===== config.mk =====
export PLATFORM = sky130hd
export DESIGN_NAME = des_ip_loader_flat
export DESIGN_NICKNAME = d
export VERILOG_FILES = /design/src/rtl/des_ip_loader_if.sv /design/src/rtl/des_ip_loader.sv /design/src/flat_wrapper.sv
export SDC_FILE = /design/constraint.sdc
export NUM_CORES = 1
export LEC_CHECK = 0
export CAP_MARGIN = 20
export CORE_AREA = 3 3 120 122
export CTS_CLUSTER_SIZE = 30
export DETAILED_ROUTE_END_ITERATION = 10
export DIE_AREA = 0 0 123 125
export GPL_ROUTABILITY_DRIVEN = 1
export HOLD_SLACK_MARGIN = 0.05
export PLACE_DENSITY = 0.74
export SYNTH_ARGS = -nofsm -noshare
export SYNTH_HDL_FRONTEND = slang
export SYNTH_SLANG_ARGS = --single-unit

===== constraint.sdc =====
create_clock -name i_Clk -period 1.8 [get_ports i_Clk]
set_clock_uncertainty 0.2 [all_clocks]
set_input_delay 0.36 -clock i_Clk [delete_from_list [all_inputs] [get_ports i_Clk]]
set_output_delay 0.36 -clock i_Clk [all_outputs]
set_load 0.005 [all_outputs]

===== src/rtl/des_ip_loader_if.sv =====
// Byte-in / permuted-halves-out handshake bundle for the DES IP loader.
// The loader uses the slave view; the producer/consumer side uses master.
interface des_ip_loader_if;
  logic [7:0]  i_Byte;
  logic        i_Valid;
  logic        o_Ready;
  logic        i_Clear;
  logic [31:0] o_L;
  logic [31:0] o_R;
  logic        o_Valid;
  logic        i_Ready;
  logic [2:0]  o_Count;

  modport slave (
    input  i_Byte, i_Valid, i_Clear, i_Ready,
    output o_Ready, o_L, o_R, o_Valid, o_Count
  );

  modport master (
    output i_Byte, i_Valid, i_Clear, i_Ready,
    input  o_Ready, o_L, o_R, o_Valid, o_Count
  );
endinterface


===== src/rtl/des_ip_loader.sv =====
// Collects eight bytes into a DES block, applies the initial permutation and
// holds L0/R0 for the round engine while the next block keeps filling.
module des_ip_loader (
  input  logic           i_Clk,
  input  logic           i_Rst,
  des_ip_loader_if.slave bus
);

  // Only 7 bytes ever need storing; the 8th comes straight from the input.
  logic [55:0] fill_r;
  logic [55:0] fill_nxt_s;
  logic [2:0]  count_r;
  logic [2:0]  count_nxt_s;
  logic [31:0] out_l_r;
  logic [31:0] out_r_r;
  logic [31:0] out_l_nxt_s;
  logic [31:0] out_r_nxt_s;
  logic        out_valid_r;
  logic        out_valid_nxt_s;
  logic        ready_s;
  logic        accept_s;
  logic        xfer_s;
  logic        complete_s;
  logic [63:0] block_s;
  logic [63:0] perm_s;

  // DES IP: output bit 64-p takes input bit 64-IP[p], p = 1 is the MSB.
  function automatic logic [63:0] ip_perm(input logic [63:0] b);
    logic [63:0] o;
    int          r;
    int          c;
    int          ipv;
    logic [5:0]  dst;
    logic [5:0]  src;
    o = 64'd0;
    for (int p = 1; p <= 64; p++) begin
      r = (p - 1) / 8;
      c = (p - 1) % 8;
      if (r < 4) begin
        ipv = 8 * (7 - c) + 2 * r + 2;
      end else begin
        ipv = 8 * (7 - c) + 2 * (r - 4) + 1;
      end
      dst = 6'(64 - p);
      src = 6'(64 - ipv);
      o[dst] = b[src];
    end
    return o;
  endfunction

  // Handshake qualifiers and the permuted candidate block.
  always_comb begin
    ready_s    = !((count_r == 3'd7) && out_valid_r && !bus.i_Ready);
    accept_s   = bus.i_Valid && ready_s;
    xfer_s     = out_valid_r && bus.i_Ready;
    // A clear in the same cycle suppresses the completing byte.
    complete_s = accept_s && (count_r == 3'd7) && !bus.i_Clear;
    block_s    = {fill_r, bus.i_Byte};
    perm_s     = ip_perm(block_s);
  end

  // Next-state for the fill side and the output holding register.
  always_comb begin
    fill_nxt_s      = fill_r;
    count_nxt_s     = count_r;
    out_l_nxt_s     = out_l_r;
    out_r_nxt_s     = out_r_r;
    out_valid_nxt_s = out_valid_r;

    if (bus.i_Clear) begin
      fill_nxt_s  = 56'd0;
      count_nxt_s = 3'd0;
    end else if (accept_s) begin
      fill_nxt_s  = {fill_r[47:0], bus.i_Byte};
      count_nxt_s = count_r + 3'd1;
    end else begin
      fill_nxt_s  = fill_r;
      count_nxt_s = count_r;
    end

    if (complete_s) begin
      out_l_nxt_s     = perm_s[63:32];
      out_r_nxt_s     = perm_s[31:0];
      out_valid_nxt_s = 1'b1;
    end else if (xfer_s) begin
      out_valid_nxt_s = 1'b0;
    end else begin
      out_valid_nxt_s = out_valid_r;
    end
  end

  // State registers.
  always_ff @(posedge i_Clk or negedge i_Rst) begin
    if (!i_Rst) begin
      fill_r      <= 56'd0;
      count_r     <= 3'd0;
      out_l_r     <= 32'd0;
      out_r_r     <= 32'd0;
      out_valid_r <= 1'b0;
    end else begin
      fill_r      <= fill_nxt_s;
      count_r     <= count_nxt_s;
      out_l_r     <= out_l_nxt_s;
      out_r_r     <= out_r_nxt_s;
      out_valid_r <= out_valid_nxt_s;
    end
  end

  assign bus.o_Ready = ready_s;
  assign bus.o_L     = out_l_r;
  assign bus.o_R     = out_r_r;
  assign bus.o_Valid = out_valid_r;
  assign bus.o_Count = count_r;

endmodule

===== src/flat_wrapper.sv =====
// flat-port wrapper written by rule: the top's interface ports become plain ports
module des_ip_loader_flat 
  (i_Clk, i_Rst, bus_i_Byte, bus_i_Valid, bus_i_Clear, bus_i_Ready, bus_o_Ready, bus_o_L, bus_o_R, bus_o_Valid, bus_o_Count);
  des_ip_loader_if bus_i ();
  input  logic i_Clk;
  input  logic i_Rst;
  input wire logic [$bits(bus_i.i_Byte)-1:0] bus_i_Byte;
  input wire logic [$bits(bus_i.i_Valid)-1:0] bus_i_Valid;
  input wire logic [$bits(bus_i.i_Clear)-1:0] bus_i_Clear;
  input wire logic [$bits(bus_i.i_Ready)-1:0] bus_i_Ready;
  output wire logic [$bits(bus_i.o_Ready)-1:0] bus_o_Ready;
  output wire logic [$bits(bus_i.o_L)-1:0] bus_o_L;
  output wire logic [$bits(bus_i.o_R)-1:0] bus_o_R;
  output wire logic [$bits(bus_i.o_Valid)-1:0] bus_o_Valid;
  output wire logic [$bits(bus_i.o_Count)-1:0] bus_o_Count;
  assign bus_i.i_Byte = bus_i_Byte;
  assign bus_i.i_Valid = bus_i_Valid;
  assign bus_i.i_Clear = bus_i_Clear;
  assign bus_i.i_Ready = bus_i_Ready;
  assign bus_o_Ready = bus_i.o_Ready;
  assign bus_o_L = bus_i.o_L;
  assign bus_o_R = bus_i.o_R;
  assign bus_o_Valid = bus_i.o_Valid;
  assign bus_o_Count = bus_i.o_Count;
  des_ip_loader u_core (.i_Clk(i_Clk), .i_Rst(i_Rst), .bus(bus_i));
endmodule

==> insert_results.sql <==
INSERT INTO impl_metrics (metric_group, metric, value, unit) VALUES
('status', 'run_status', 'complete, but fails checks', ''),
('status', 'violations', 'setup timing', ''),
('clock_tree', 'clk_path_buf_depth', '2', ''),
('sta', 'transition_at_the_pin_with_the_smallest_max_transition_slack', '581', 'ps'),
('sta', 'timing.slew.headroom', '61.3', '%'),
('clock_tree', 'clock_pin_slew_on_the_worst_setup_and_hold_paths', '60', 'ps'),
('die', 'floorplan.rows', '42', ''),
('synth', 'synth.yosys.warnings', '0', ''),
('routing', 'detail_route.vias_per_cell', '4.86', ''),
('sta', 'period_utilisation_layout', '112', '%'),
('cells_and_area', 'finalNetCount', '505', ''),
('pwr', 'vdd_drop_max', '0.667', 'mV'),
('clock_tree', 'h-tree-depth', '4', ''),
('critical_path', 'crit_arrival', '2120', 'ps'),
('placement', 'hpwlAfterDp', '6960', 'um'),
('routing', 'drt-pass1-iter-count', '4', ''),
('flow_run', 'max-cap-violations', '0', ''),
('synth', 'post_synth_design_cell_area', '0.00535', 'mm2'),
('sta', 'finalSetupTns', '-15590', 'ps'),
('synth', 'distinct_cell_type_count_of_the_synthesized_netlist', '20', ''),
('grt', 'gr-total-overflow', '0', ''),
('routing', 'vias', '3302', ''),
('die', 'floorplan.die_area', '0.0154', 'mm2'),
('synth', 'syn-mean-instance-area', '15.2', 'um2'),
('grt', 'grt_usage', '15.9', '%'),
('placement', 'globalplace.congestion', '0.693', ''),
('grt', 'first_global_vias', '3560', ''),
('die', 'die-height', '125', 'um'),
('clock_tree', 'cell_at_the_root_of_the_clock_tree', 'clkbuf_16', ''),
('cells_and_area', 'fraction_of_layout_cells_with_a_size_suffix_above_1', '35.8', '%'),
('placement', 'portBuffers', '81', ''),
('routing', 'dr.first_iter.drc_count', '192', ''),
('pwr', 'total_power', '6.55', 'mW'),
('die', 'initial_utilization', '40.3', '%'),
('grt', 'largest_net_degree_at_the_start_of_global_routing', '72', ''),
('critical_path', 'critical_path_peak_fanout', '8', ''),
('grt', 'antenna_found_initial', '0', ''),
('pwr', 'leakage_power_figure', '3.87', 'nW'),
('routing', 'routed_wirelength', '12100', 'um'),
('critical_path', 'critical_path_required', '1890', 'ps'),
('sta', 'setup_viol', '116', ''),
('sta', 'layout_min_cycle_time', '2020', 'ps'),
('sta', 'rsz0062_at_grt', 'yes', ''),
('die', 'io-pin-count', '82', ''),
('synth', 'synthesis.nets', '366', ''),
('routing', 'final_antenna_net_count', '0', ''),
('cells_and_area', 'area_delta_synth_final', '40.7', '%'),
('critical_path', 'timing.critical_path.from_type', 'flop', ''),
('sta', 'hold_violations', '0', ''),
('clock_tree', 'tritoncts', 'done', ''),
('critical_path', 'timing_worst_setup_path_type', 'flop to flop', ''),
('die', 'fp.coreArea', '0.0133', 'mm2'),
('synth', 'synth-seq-area-share', '58.0', '%'),
('placement', 'placedInstanceArea', '0.00643', 'mm2'),
('critical_path', 'timing.critical_path.to_type', 'flop', ''),
('routing', 'detailed_route_wire_length_per_cell', '17.9', 'um'),
('cells_and_area', 'fillCellCount', '1093', ''),
('clock_tree', 'clock_sink_total', '124', ''),
('die', 'die_w', '123', 'um'),
('clock_tree', 'clk_latency', '420', 'ps'),
('sta', 'fmaxAchievable', '0.494', 'GHz'),
('cells_and_area', 'antenna-diode-count', '0', ''),
('pwr', 'power.density', '870', 'mW/mm2'),
('synth', 'ys_seq_elements', '124', ''),
('grt', 'grt_pass1_wl', '18700', 'um'),
('min_path', 'min-delay-path-class', 'primary input to async pin', ''),
('cells_and_area', 'layout.cell_area.non_filler', '0.00753', 'mm2'),
('clock_tree', 'cts_made_buffers', '17', ''),
('sta', 'finalWorstSetupSlack', '-224', 'ps'),
('sta', 'drv_slew', '0', ''),
('routing', 'drc', '0', ''),
('synth', 'synthCells', '351', '');
## placed cells by master, fill, tap and decap left out, types with 2 or more instances in the layout
master	count
clkdlybuf4s50_1	10
o21ai_2	10
clkbuf_8	5
buf_6	8
buf_2	3
buf_8	4
clkbuf_1	3
clkbuf_16	23
mux2i_2	3
mux2i_1	44
bufinv_16	2
dlygate4sd2_1	65
clkinv_2	5
buf_12	10
nand2b_1	60
buf_4	34
mux2_4	63
dfrtp_1	124
nand4b_1	10
## synth_stat cells (all sizes together)
cell type,n,area [um2]
dfrtp,124,3100
mux2,64,946
nand2b,60,375
mux2i,48,480
buf,15,199
o21ai,12,60.1
nand4b,10,87.6
clkbuf,9,33.8
ha,2,25.0
nand2,2,7.51
and2,1,6.26
nand3,1,5.00
nand3b,1,7.51
nor2,1,3.75
nor3b,1,12.5
## critical path, cell delays in order, from the launching register on
cell,delay [ps]
dfrtp_1,360
ha_2,200
ha_4,140
nand2_2,60
nor3b_4,210
buf_6,230
clkbuf_16,200
mux2_4,300
## stage by stage
step | hold slack [ps] | instances | utilization (%) | setup slack, ps
2_1_floorplan | -136 | 351 | - | -82.4
3_3_place_gp | 62.6 | 605 | 48.3 | -341
3_5_place_dp | 68.2 | 605 | 48.3 | -362
4_1_cts | 182 | 670 | 55.1 | -188
5_1_grt | 194 | 679 | 56.6 | -272
6_report | 174 | 679 | 56.6 | -224
## per-layer routing
| layer | wire, um | part of all wire, % | up-vias | global-route usage (%) |
|---|---|---|---|---|
| met5 | 0 | 0 | - | 0 |
| met4 | 193 | 1.6 | 0 | 5.99 |
| met3 | 561 | 4.6 | 19 | 5.65 |
| met2 | 5800 | 48 | 82 | 23.5 |
| met1 | 5570 | 46 | 1709 | 21.5 |
| li1 | - | - | 1492 | - |
## registers in the layout, indices dropped and copies added (netlist names)
register,flops
u_core.fill_r,56
u_core.bus.o_L,32
u_core.bus.o_R,32
u_core.bus.o_Count,3
u_core.bus.o_Valid,1
## what timing repair did
item                                   in CTS  in global routing
hold buffers                                1                  0
setup buffers                              28                  5
gates cloned                                4                  8
resized for setup                          97                 34
setup endpoints to repair                 188                125
endpoints found under the hold margin     124                  0
pin swaps                                   1                 12
## layout make-up
cell class	instances	area, um2	share of cell area [%]
flip-flops and latches	124	3100	41.2
multi-input cells	203	2120	28.2
repair buffers	144	1490	19.8
clock buffers	25	505	6.71
well taps	176	220	2.92
clock inverters	7	85.1	1.13
## kinds of logic after synthesis
kind of cell             synth area share [%]
multiplexers                             26.6
AND/OR/NAND/NOR                          9.44
adder cells (fa/ha/maj)                 0.467
AO/OA/AOI/OAI                            1.12
buffers and inverters                    4.35
flip-flops                               58.0
## final timing paths
check	from	end	slack (ps)	depth (start not counted)
min	i_Rst	u_core.bus.o_L[2]$_DFFE_PN0P_	170	2
min reg2reg	u_core.bus.o_R[21]$_DFFE_PN0P_	u_core.bus.o_R[21]$_DFFE_PN0P_	300	1
max in group asynchronous	i_Rst	u_core.bus.o_R[15]$_DFFE_PN0P_	620	3
max reg2reg	u_core.bus.o_Count[0]$_DFFE_PN0P_	u_core.bus.o_R[15]$_DFFE_PN0P_	-220	7
min in group i_Clk	u_core.bus.o_R[21]$_DFFE_PN0P_	u_core.bus.o_R[21]$_DFFE_PN0P_	300	1
max	u_core.bus.o_Count[0]$_DFFE_PN0P_	u_core.bus.o_R[15]$_DFFE_PN0P_	-220	7
## power by group
| part | leakage [nW] | internal, mW | total (mW) | switching, mW |
|---|---|---|---|---|
| Combinational | 1.85 | 0.148 | 0.316 | 0.168 |
| Sequential | 1.72 | 2.82 | 2.83 | 0.0162 |
| Clock | 0.297 | 2.21 | 3.41 | 1.20 |
| Total | 3.87 | 5.17 | 6.55 | 1.38 |
Power figures use the tool's default switching activity.
